<file path="src/rtl/tmds_channel_decoder.sv">
// tmds_channel_decoder: bit-slip aligner and TMDS symbol decoder for one HDMI/DVI channel.
//   pixclk   - pixel clock, all logic on the rising edge
//   rst_n    - synchronous active-low reset
//   raw_bits - unaligned deserialized word, bit 0 received first
//   VD/CD    - decoded video data / control data {C1,C0}
//   VDE      - 1 for a data symbol, 0 for a control token or while unlocked
//   locked   - alignment lock status
//   offset   - current bit-slip offset, 0..9
module tmds_channel_decoder #(
  parameter int LOCK_TOKENS    = 8,
  parameter int SEARCH_TIMEOUT = 1024,
  parameter int LOSS_TIMEOUT   = 4096
) (
  input  logic       pixclk,
  input  logic       rst_n,
  input  logic [9:0] raw_bits,
  output logic [7:0] VD,
  output logic [1:0] CD,
  output logic       VDE,
  output logic       locked,
  output logic [3:0] offset
);
  localparam int RW = $clog2(LOCK_TOKENS + 1);
  localparam int TW = $clog2(SEARCH_TIMEOUT);
  localparam int GW = $clog2(LOSS_TIMEOUT);
  localparam logic [RW-1:0] RUN_LAST = RW'(LOCK_TOKENS - 1);
  localparam logic [TW-1:0] TMR_LAST = TW'(SEARCH_TIMEOUT - 1);
  localparam logic [GW-1:0] GAP_LAST = GW'(LOSS_TIMEOUT - 1);
  localparam logic [9:0] TOK0 = 10'b1101010100;
  localparam logic [9:0] TOK1 = 10'b0010101011;
  localparam logic [9:0] TOK2 = 10'b0101010100;
  localparam logic [9:0] TOK3 = 10'b1010101011;
  typedef enum logic {SEARCH, LOCKED} state_t;
  state_t state, state_n;
  logic [9:0] prev_raw, sym, window;
  logic [RW-1:0] run, run_n;
  logic [TW-1:0] tmr, tmr_n;
  logic [GW-1:0] gap, gap_n;
  logic [3:0] offset_n;
  logic [7:0] q, x, dec_vd;
  logic [1:0] tok_cd;
  logic is_tok;
  // offset 0 selects prev_raw whole, so every offset sees the same 3-edge latency
  assign window = 10'({raw_bits, prev_raw} >> offset);
  assign is_tok = sym == TOK0 || sym == TOK1 || sym == TOK2 || sym == TOK3;
  assign tok_cd = sym == TOK1 ? 2'b01 : sym == TOK2 ? 2'b10 : sym == TOK3 ? 2'b11 : 2'b00;
  assign q = sym[9] ? ~sym[7:0] : sym[7:0];
  // x[0] = q[0]; x[i] = q[i]^q[i-1]; XNOR-coded symbols invert the upper seven bits
  assign x = q ^ {q[6:0], 1'b0};
  assign dec_vd = sym[8] ? x : {~x[7:1], x[0]};
  assign locked = state == LOCKED;
  always_comb begin
    state_n = state;
    run_n = run;
    tmr_n = tmr;
    gap_n = gap;
    offset_n = offset;
    if (state == SEARCH) begin
      run_n = is_tok ? run + 1'b1 : '0;
      tmr_n = tmr + 1'b1;
      // a completed token run beats a simultaneous timeout
      if (is_tok && run == RUN_LAST) begin
        state_n = LOCKED;
        gap_n = '0;
      end else if (tmr == TMR_LAST) begin
        offset_n = offset == 4'd9 ? 4'd0 : offset + 4'd1;
        tmr_n = '0;
        run_n = '0;
      end
    end else begin
      gap_n = is_tok ? '0 : gap + 1'b1;
      if (!is_tok && gap == GAP_LAST) begin
        state_n = SEARCH;
        run_n = '0;
        tmr_n = '0;
        gap_n = '0;
      end
    end
  end
  always_ff @(posedge pixclk) begin
    if (!rst_n) begin
      state <= SEARCH;
      run <= '0;
      tmr <= '0;
      gap <= '0;
      offset <= '0;
      prev_raw <= '0;
      sym <= '0;
      VD <= '0;
      CD <= '0;
      VDE <= 1'b0;
    end else begin
      state <= state_n;
      run <= run_n;
      tmr <= tmr_n;
      gap <= gap_n;
      offset <= offset_n;
      prev_raw <= raw_bits;
      sym <= window;
      // blanking follows the next state so it changes on the same edge as locked
      VD <= state_n == LOCKED && !is_tok ? dec_vd : '0;
      CD <= state_n == LOCKED && is_tok ? tok_cd : '0;
      VDE <= state_n == LOCKED && !is_tok;
    end
  end
endmodule
</file>
<file path="config.mk">
export PLATFORM = sky130hd
export DESIGN_NAME = tmds_channel_decoder
export DESIGN_NICKNAME = d
export VERILOG_FILES = /design/src/rtl/tmds_channel_decoder.sv
export SDC_FILE = /design/constraint.sdc
export NUM_CORES = 1
export LEC_CHECK = 0
export ABC_CLOCK_PERIOD_IN_PS = 2800
export BUFFER_PORTS_ARGS = -buffer_cell sky130_fd_sc_hd__buf_4
export CAP_MARGIN = 20
export CORE_MARGIN = 1
export CORE_UTILIZATION = 40
export CTS_CLUSTER_SIZE = 25
export DETAILED_ROUTE_END_ITERATION = 7
export MAX_ROUTING_LAYER = met4
export SLEW_MARGIN = 25
export SYNTH_ARGS = -nofsm -noshare
export SYNTH_HDL_FRONTEND = slang
export SYNTH_SLANG_ARGS = --single-unit
</file>
<file path="constraint.sdc">
create_clock -name pixclk -period 2.8 [get_ports pixclk]
set_input_delay 0.28 -clock pixclk [delete_from_list [all_inputs] [get_ports pixclk]]
set_output_delay 0.28 -clock pixclk [all_outputs]
set_load 0.03 [all_outputs]
</file>
==> qor.csv, run 1 <==
stage,metric,value,unit
run_status,status,finished clean,
finish,post-layout instance area,0.00379,mm2
clock_tree,clock buffers created by TritonCTS,9,
power,Pwr Density,475,mW/mm2
sta,Tcrit/Tclk final,83.1,%
grt,largest net degree at the start of global routing,27,
floorplan,Core Box Area,0.00785,mm2
clock_tree,CTS tree,yes,
finish,final core utilization,48.3,%
routing,drt first pass iters,4,
sta,final setup fails,0,
finish,Finished Layout Cells,508,
sta,max_slew headroom,48.9,%
logic_synthesis,Mapped Avg Cell Area,8.74,um2
worst_setup_path,CP Launch Type,flip-flop,
worst_setup_path,Max Fanout on Critical Path,11,
logic_synthesis,largest cells by area after synthesis,"dfxtp_1, mux2i_1, mux4_2, nand2_1, nor2_1",
clock_tree,CTS sink count,62,
sta,Worst Hold Slack,0.177,ns
logic_synthesis,Synth area leader,dfxtp_1,
routing,total routed wirelength,7370,um
logic_synthesis,Synth async-reset ratio,0,%
placement,DP HPWL,5280,um
logic_synthesis,Post-synth EDFFs,0,
clock_tree,H-tree depth,3,
clock_tree,Worst-path clk slew,0.07,ns
worst_setup_path,Crit path max-delay family,simple AND/OR/NAND/NOR gates,
routing,Via density,5.48,
worst_setup_path,worst stage delay on the critical path,0.55,ns
job,number of max-cap violations,0,
placement,GP Congestion,0.857,
sta,Setup TNS,0,ns
logic_synthesis,Unique masters post-synth,55,
routing,drt wl/cell,14.5,um
power,LEAKAGE,1.43,nW
routing,DRC,0,
sta,RSZ-0062 raised after global routing,false,
placement,Area after DPL,0.00360,mm2
logic_synthesis,Main synth FF type,dfxtp_1,
logic_synthesis,post-synthesis sequential area ratio,37.7,%
sta,Hold Fails Final Rpt,0,
floorplan,die area,0.00860,mm2
power,Max VDD drop,0.195,mV
routing,Vias,2782,
sta,Setup Skew,0.00975,ns
clock_tree,buffer depth of the longest clock path,2,
logic_synthesis,Ys Warns,0,
placement,placed insts,493,
worst_setup_path,Worst EP arrival,2.59,ns
sta,maximum clock frequency,430,MHz
worst_setup_path,worst-path cell chain,"or4b_4, nor4_4, nor3_4, or4_1, a21oi_1",
placement,DP Worst Slack,0.506,ns
logic_synthesis,Syn Nets,392,
floorplan,I/O pin count,28,
sta,worst-margin pin slew,0.766,ns
routing,DR iter-0 viols,131,
placement,PortBufs,27,
sta,Max Slew Vio Count,0,
grt,antenna violations before repair,0,
worst_setup_path,Worst Path Buf+Inv,0,
clock_tree,Post-CTS Setup Bufs,0,
floorplan,initial core utilization,42.0,%
power,Total Power,1.80,mW
min_path,HP Class,input port to flip-flop,
floorplan,Horiz. Die Dim,92.7,um
sta,fin worst setup slack,0.474,ns
logic_synthesis,area share of the largest cell type after synthesis,37.7,%
floorplan,Die Span Y,92.7,um
finish,n_diodes,0,
routing,Routed Antenna Nets,0,
logic_synthesis,Post-Syn Area,0.00329,mm2
grt,first-pass GRT wire length,12500,um
finish,layout cells sized above 1,18.0,%
sta,"Min Clock Period, post-route",2.33,ns
grt,number of global-route vias before repair,2617,
logic_synthesis,Yosys reg bits,62,
clock_tree,hold buffer count at CTS,0,
finish,Final Net Count,417,
worst_setup_path,Setup CP Type,flip-flop to flip-flop,
grt,GRT Util Overall,19.1,%
floorplan,Cell Rows,32,
worst_setup_path,Critical Path RT,3.06,ns
finish,Layout area overhead,15.1,%
clock_tree,post_cts resized,0,
clock_tree,Worst-Skew Late Latency,0.34,ns
finish,fillcell total,799,
worst_setup_path,Crit. End Element,flip-flop,
logic_synthesis,Syn Inst Count,377,
clock_tree,clock root buffer,clkbuf_8,
grt,global route total overflow,0,
worst_setup_path,Crit-path slowest cell,or4b_4,
-- routing by layer --
layer	routed length (um)	share of wire (%)	up-vias	GRT usage, %
li1	-	-	1422	-
met1	3720	50	1287	25.7
met2	3230	44	63	28.7
met3	312	4.2	10	2.71
met4	112	1.5	0	7.95
met5	0	0	-	-
-- layout by cell type, fill, tap and decap left out, types with 8 or more instances in the layout --
| cell | Yosys | layout |
|---|---|---|
| buf_4 | 0 | 34 |
| clkbuf_8 | 0 | 10 |
| mux4_2 | 8 | 8 |
| or3_1 | 8 | 8 |
| nand2_1 | 40 | 40 |
| dfxtp_1 | 62 | 62 |
| xnor2_1 | 14 | 14 |
| mux2i_1 | 18 | 18 |
| nand3_1 | 19 | 19 |
| nor2_1 | 35 | 35 |
| a21oi_1 | 20 | 20 |
| nor3_1 | 9 | 9 |
| o21ai_0 | 15 | 15 |
| and2_1 | 16 | 16 |
-- worst register-to-register path: stages, from the launching register on --
cell and delay [ns]:
dfxtp_1 0.43, or4b_4 0.55, nor4_4 0.51, nor3_4 0.13, or4_1 0.49, a21oi_1 0.14
-- power breakdown --
part	internal (mW)	leakage (nW)	switching [mW]	total [mW]
logic	0.0576	0.830	0.0564	0.114
clock network	0.428	0.0952	0.343	0.771
registers	0.899	0.504	0.0171	0.916
-- cells by family (layout without fill, tap and decap cells) --
family / count (synthesis) / count (layout) / synth area share [%]
and+or+nand+nor: 160 / 160 / 25.6
buffers and inverters: 28 / 57 / 3.19
xor gates and xnor gates: 17 / 17 / 4.52
muxes: 31 / 31 / 12.7
adders and majority gates: 3 / 3 / 1.14
AOI/OAI and AO/OA: 76 / 76 / 15.2
DFF: 62 / 62 / 37.7
-- registers in the layout (all words and copies together), names as in the netlist --
signal	count
CD	2
VD	8
VDE	1
gap	12
locked	1
offset	4
prev_raw	10
run	4
sym	10
tmr	10
-- path summary, 6_finish.rpt --
path | from | depth (start not counted) | endpoint | slack, ns
worst max-delay path | sym[8] | 5 | gap[11] | 0.47
worst min-delay path | raw_bits[5] | 2 | prev_raw[5] | 0.18
worst max register to register | sym[8] | 5 | gap[11] | 0.47
worst min register to register | gap[11] | 2 | gap[11] | 0.50
-- cell type report --
class | count | area [um2] | share of cell area [%]
clock buffer | 11 | 141 | 3.73
clock inverter | 4 | 47.5 | 1.25
inverter | 8 | 30.0 | 0.792
multi-input combinational | 287 | 1950 | 51.4
sequential | 62 | 1240 | 32.8
tap | 102 | 128 | 3.37
timing repair buffer | 34 | 255 | 6.73
-- synthesized netlist by cell type, types with 2 or more instances --
library cell and count:
o21ai_0 15, o31ai_1 3, o211ai_1 2, nand4_1 6, and3_1 3, a31oi_1 7, inv_1 7, nor2b_1 3
nor3_1 9, o211a_1 3, mux2i_1 18, or3_1 8, xnor2_1 14, ha_1 3, a211oi_1 7, mux4_2 8
xor2_1 3, nand2_1 40, nand3_1 19, o31a_1 3, mux2_2 5, and2_1 16, a22oi_1 3, nor2_1 35
or2_2 2, clkbuf_1 20, a21oi_1 20, or4_1 4, nor4_1 4, dfxtp_1 62
Power figures use the tool's default switching activity.
==> run 2, diff against run 1 <==
- ABC_CLOCK_PERIOD_IN_PS: 2800 -> 2300
- clock period: 2.8 -> 2.3 ns (I/O delays scaled with it)
==> run 2 against run 1 <==
  * Clock-buffer cell count up 2
  * Sequential cell count stayed put
  * Power is 25% higher
  * Sequential power rose by 21%
  * Sequential share of layout area decreased by 0.59 points
  * Worst setup slack worse by 0.24 ns
  * Clock skew hardly changed
  * Clock power rose by 29%
  * Critical endpoint is now offset[3]
==> qor.csv, run 2 (synthesis results as in run 1) <==
stage,metric,value,unit,change
power,LEAKAGE,1.47,nW,+3.1%
worst_setup_path,RR Endpoint,offset[3],,
finish,Largest Register,gap,,
clock_tree,Worst-Skew Late Latency,0.34,ns,about the same
floorplan,Cell Rows,32,,unchanged
grt,grt met3 use,3.86,%,+1.1 points
worst_setup_path,Worst EP arrival,2.29,ns,-0.30 ns
worst_setup_path,worst-path cell chain,"ha_1, nand3_1, or3_4, nor4_1, buf_4, a21boi_0, o32ai_1",,
sta,RSZ-0062 raised after global routing,false,,
worst_setup_path,Setup CP Type,flip-flop to flip-flop,,
min_path,Hold Path Origin,raw_bits[4],,
job,number of max-cap violations,0,,unchanged
grt,global route total overflow,0,,unchanged
finish,n_diodes,0,,unchanged
worst_setup_path,reg2reg start,tmr[0],,
routing,DR iter-0 viols,90,,-31%
placement,DP HPWL,5250,um,-0.66%
placement,GP Congestion,0.854,,-0.34%
sta,Tcrit/Tclk final,89.7,%,+6.7 points
floorplan,initial core utilization,42.0,%,unchanged
clock_tree,hold buffer count at CTS,0,,unchanged
placement,PortBufs,27,,unchanged
clock_tree,clock buffers created by TritonCTS,9,,unchanged
worst_setup_path,CP Launch Type,flip-flop,,
routing,Via density,5.43,,-0.77%
sta,fin worst setup slack,0.236,ns,-0.238 ns
finish,Final Net Count,424,,+1.7%
floorplan,Die Span Y,92.7,um,unchanged
grt,global-route layer with the greatest usage,met2,,
min_path,Hold Path Depth,2,,unchanged
floorplan,die area,0.00860,mm2,unchanged
sta,Max Slew Vio Count,0,,unchanged
finish,Layout area overhead,17.2,%,
clock_tree,CTS tree,yes,,
clock_tree,Worst-path clk slew,0.07,ns,about the same
clock_tree,clock root buffer,clkbuf_8,,
worst_setup_path,Critical Path RT,2.52,ns,-0.54 ns
worst_setup_path,Worst Reg-to-Reg Cells,7,,+2
routing,Vias,2804,,+0.79%
clock_tree,Post-CTS Setup Bufs,0,,unchanged
floorplan,Core Box Area,0.00785,mm2,unchanged
finish,most frequent cells in the layout,"dfxtp_1, buf_4, nand2_1, nor2_1, a21oi_1",,
clock_tree,buffer depth of the longest clock path,2,,unchanged
grt,grt met2 use,28.1,%,-0.56 points
power,Max VDD drop,0.227,mV,+16%
finish,layout cells sized above 1,19.6,%,+1.6 points
sta,Worst Hold Slack,0.122,ns,-0.0547 ns
grt,first-pass GRT wire length,12300,um,-1.7%
routing,DRC,0,,unchanged
finish,max reg flops,12,,unchanged
grt,number of global-route vias before repair,2606,,-0.42%
grt,antenna violations before repair,0,,unchanged
min_path,HP Class,input port to flip-flop,,
grt,GRT Util Overall,18.7,%,-0.41 points
worst_setup_path,Crit path max-delay family,simple AND/OR/NAND/NOR gates,,
grt,met1 Use GR,23.9,%,-1.8 points
sta,"Min Clock Period, post-route",2.06,ns,-0.262 ns
worst_setup_path,Crit. End Element,flip-flop,,
worst_setup_path,Max Fanout on Critical Path,5,,-6
sta,maximum clock frequency,484,MHz,+13%
worst_setup_path,R2R setup slack,0.24,ns,-0.24 ns
worst_setup_path,worst stage delay on the critical path,0.45,ns,-0.10 ns
sta,Setup Skew,0.0100,ns,+0.000252 ns
power,Pwr Density,582,mW/mm2,+23%
placement,DP Worst Slack,0.219,ns,-0.287 ns
worst_setup_path,Crit-path slowest cell,or3_4,,
sta,Hold Fails Final Rpt,0,,unchanged
finish,"most common cell after layout, fill and taps aside",dfxtp_1,,
floorplan,I/O pin count,28,,unchanged
routing,Routed Antenna Nets,0,,unchanged
routing,drt wl/cell,14.2,um,-1.9%
routing,drt first pass iters,5,,+1
run_status,status,finished clean,,
worst_setup_path,Worst Path Buf+Inv,1,,+1
clock_tree,CTS sink count,62,,unchanged
sta,max_slew headroom,51.1,%,+2.2 points
sta,worst-margin pin slew,0.733,ns,-0.0336 ns
clock_tree,H-tree depth,3,,unchanged
floorplan,Horiz. Die Dim,92.7,um,unchanged
routing,total routed wirelength,7350,um,-0.31%
sta,final setup fails,0,,unchanged
min_path,hold endpoint,prev_raw[4],,
grt,largest net degree at the start of global routing,27,,unchanged
sta,Setup TNS,0,ns,unchanged
-- run 2: changes by cell type in the layout (fill, tap and decap cells not counted) --
cell,previous run,this run
clkbuf_8,10,11
buf_4,34,41
clkinv_2,2,1
or3_1,8,7
clkbuf_1,1,2
or3_4,0,1
-- run 2: worst max path at each step --
stage	start	endpoint	slack (ns)	cells after the start
floorplan	offset[1]	sym[5]	0.06	5
global placement	tmr[0]	offset[3]	0.26	7
detailed placement	tmr[0]	offset[3]	0.22	7
CTS	tmr[0]	offset[3]	0.20	7
global route	tmr[0]	offset[3]	0.02	7
finish	tmr[0]	offset[3]	0.24	7
-- run 2: cell type report --
class                           count  area [um2]
Inverter                            8        30.0
Multi-Input combinational cell    287        1950
Tap cell                          102         128
Timing Repair Buffer               41         308
Clock inverter                      3        42.5
Clock buffer                       13         159
Fill cell                         777        3990
Sequential cell                    62        1240
-- run 2: power by group --
group / total, mW / internal [mW] / switching (mW)
Sequential: 1.11 / 1.09 / 0.0198
Combinational: 0.140 / 0.0716 / 0.0679
Clock: 0.994 / 0.559 / 0.435
-- run 2: repair_timing --
item / CTS / global route
hold endpoints to repair: 0 / 0
gates resized for setup: 0 / 1
setup endpoints to repair: 0 / 1
-- run 2: stage by stage --
step | power [mW] | cells | cell area, um2 | utilization (%)
detailed placement | 1.28 | 500 | 3650 | 46.6
floorplan | 1.23 | 377 | 3290 | -
CTS | 2.27 | 516 | 3850 | 49.1
finish | 2.25 | 516 | 3860 | 49.2
global placement | 1.28 | 500 | 3650 | 46.6
global route | 2.34 | 516 | 3860 | 49.2
-- run 2: routing by layer --
| metal | wire length [um] | up-vias |
|---|---|---|
| li1 | - | 1441 |
| met1 | 3670 | 1297 |
| met2 | 3300 | 58 |
| met3 | 300 | 8 |
| met4 | 78 | 0 |
| met5 | 0 | - |
-- run 2: worst reg2reg max path, delay by kind of cell (launching register included) --
kind / cells / cell delay (ns)
buffers and inverters: 1 / 0.17
adder cells (fa/ha/maj): 1 / 0.23
AO/OA/AOI/OAI: 2 / 0.26
AND/OR/NAND/NOR: 3 / 0.90
flip-flops: 1 / 0.39
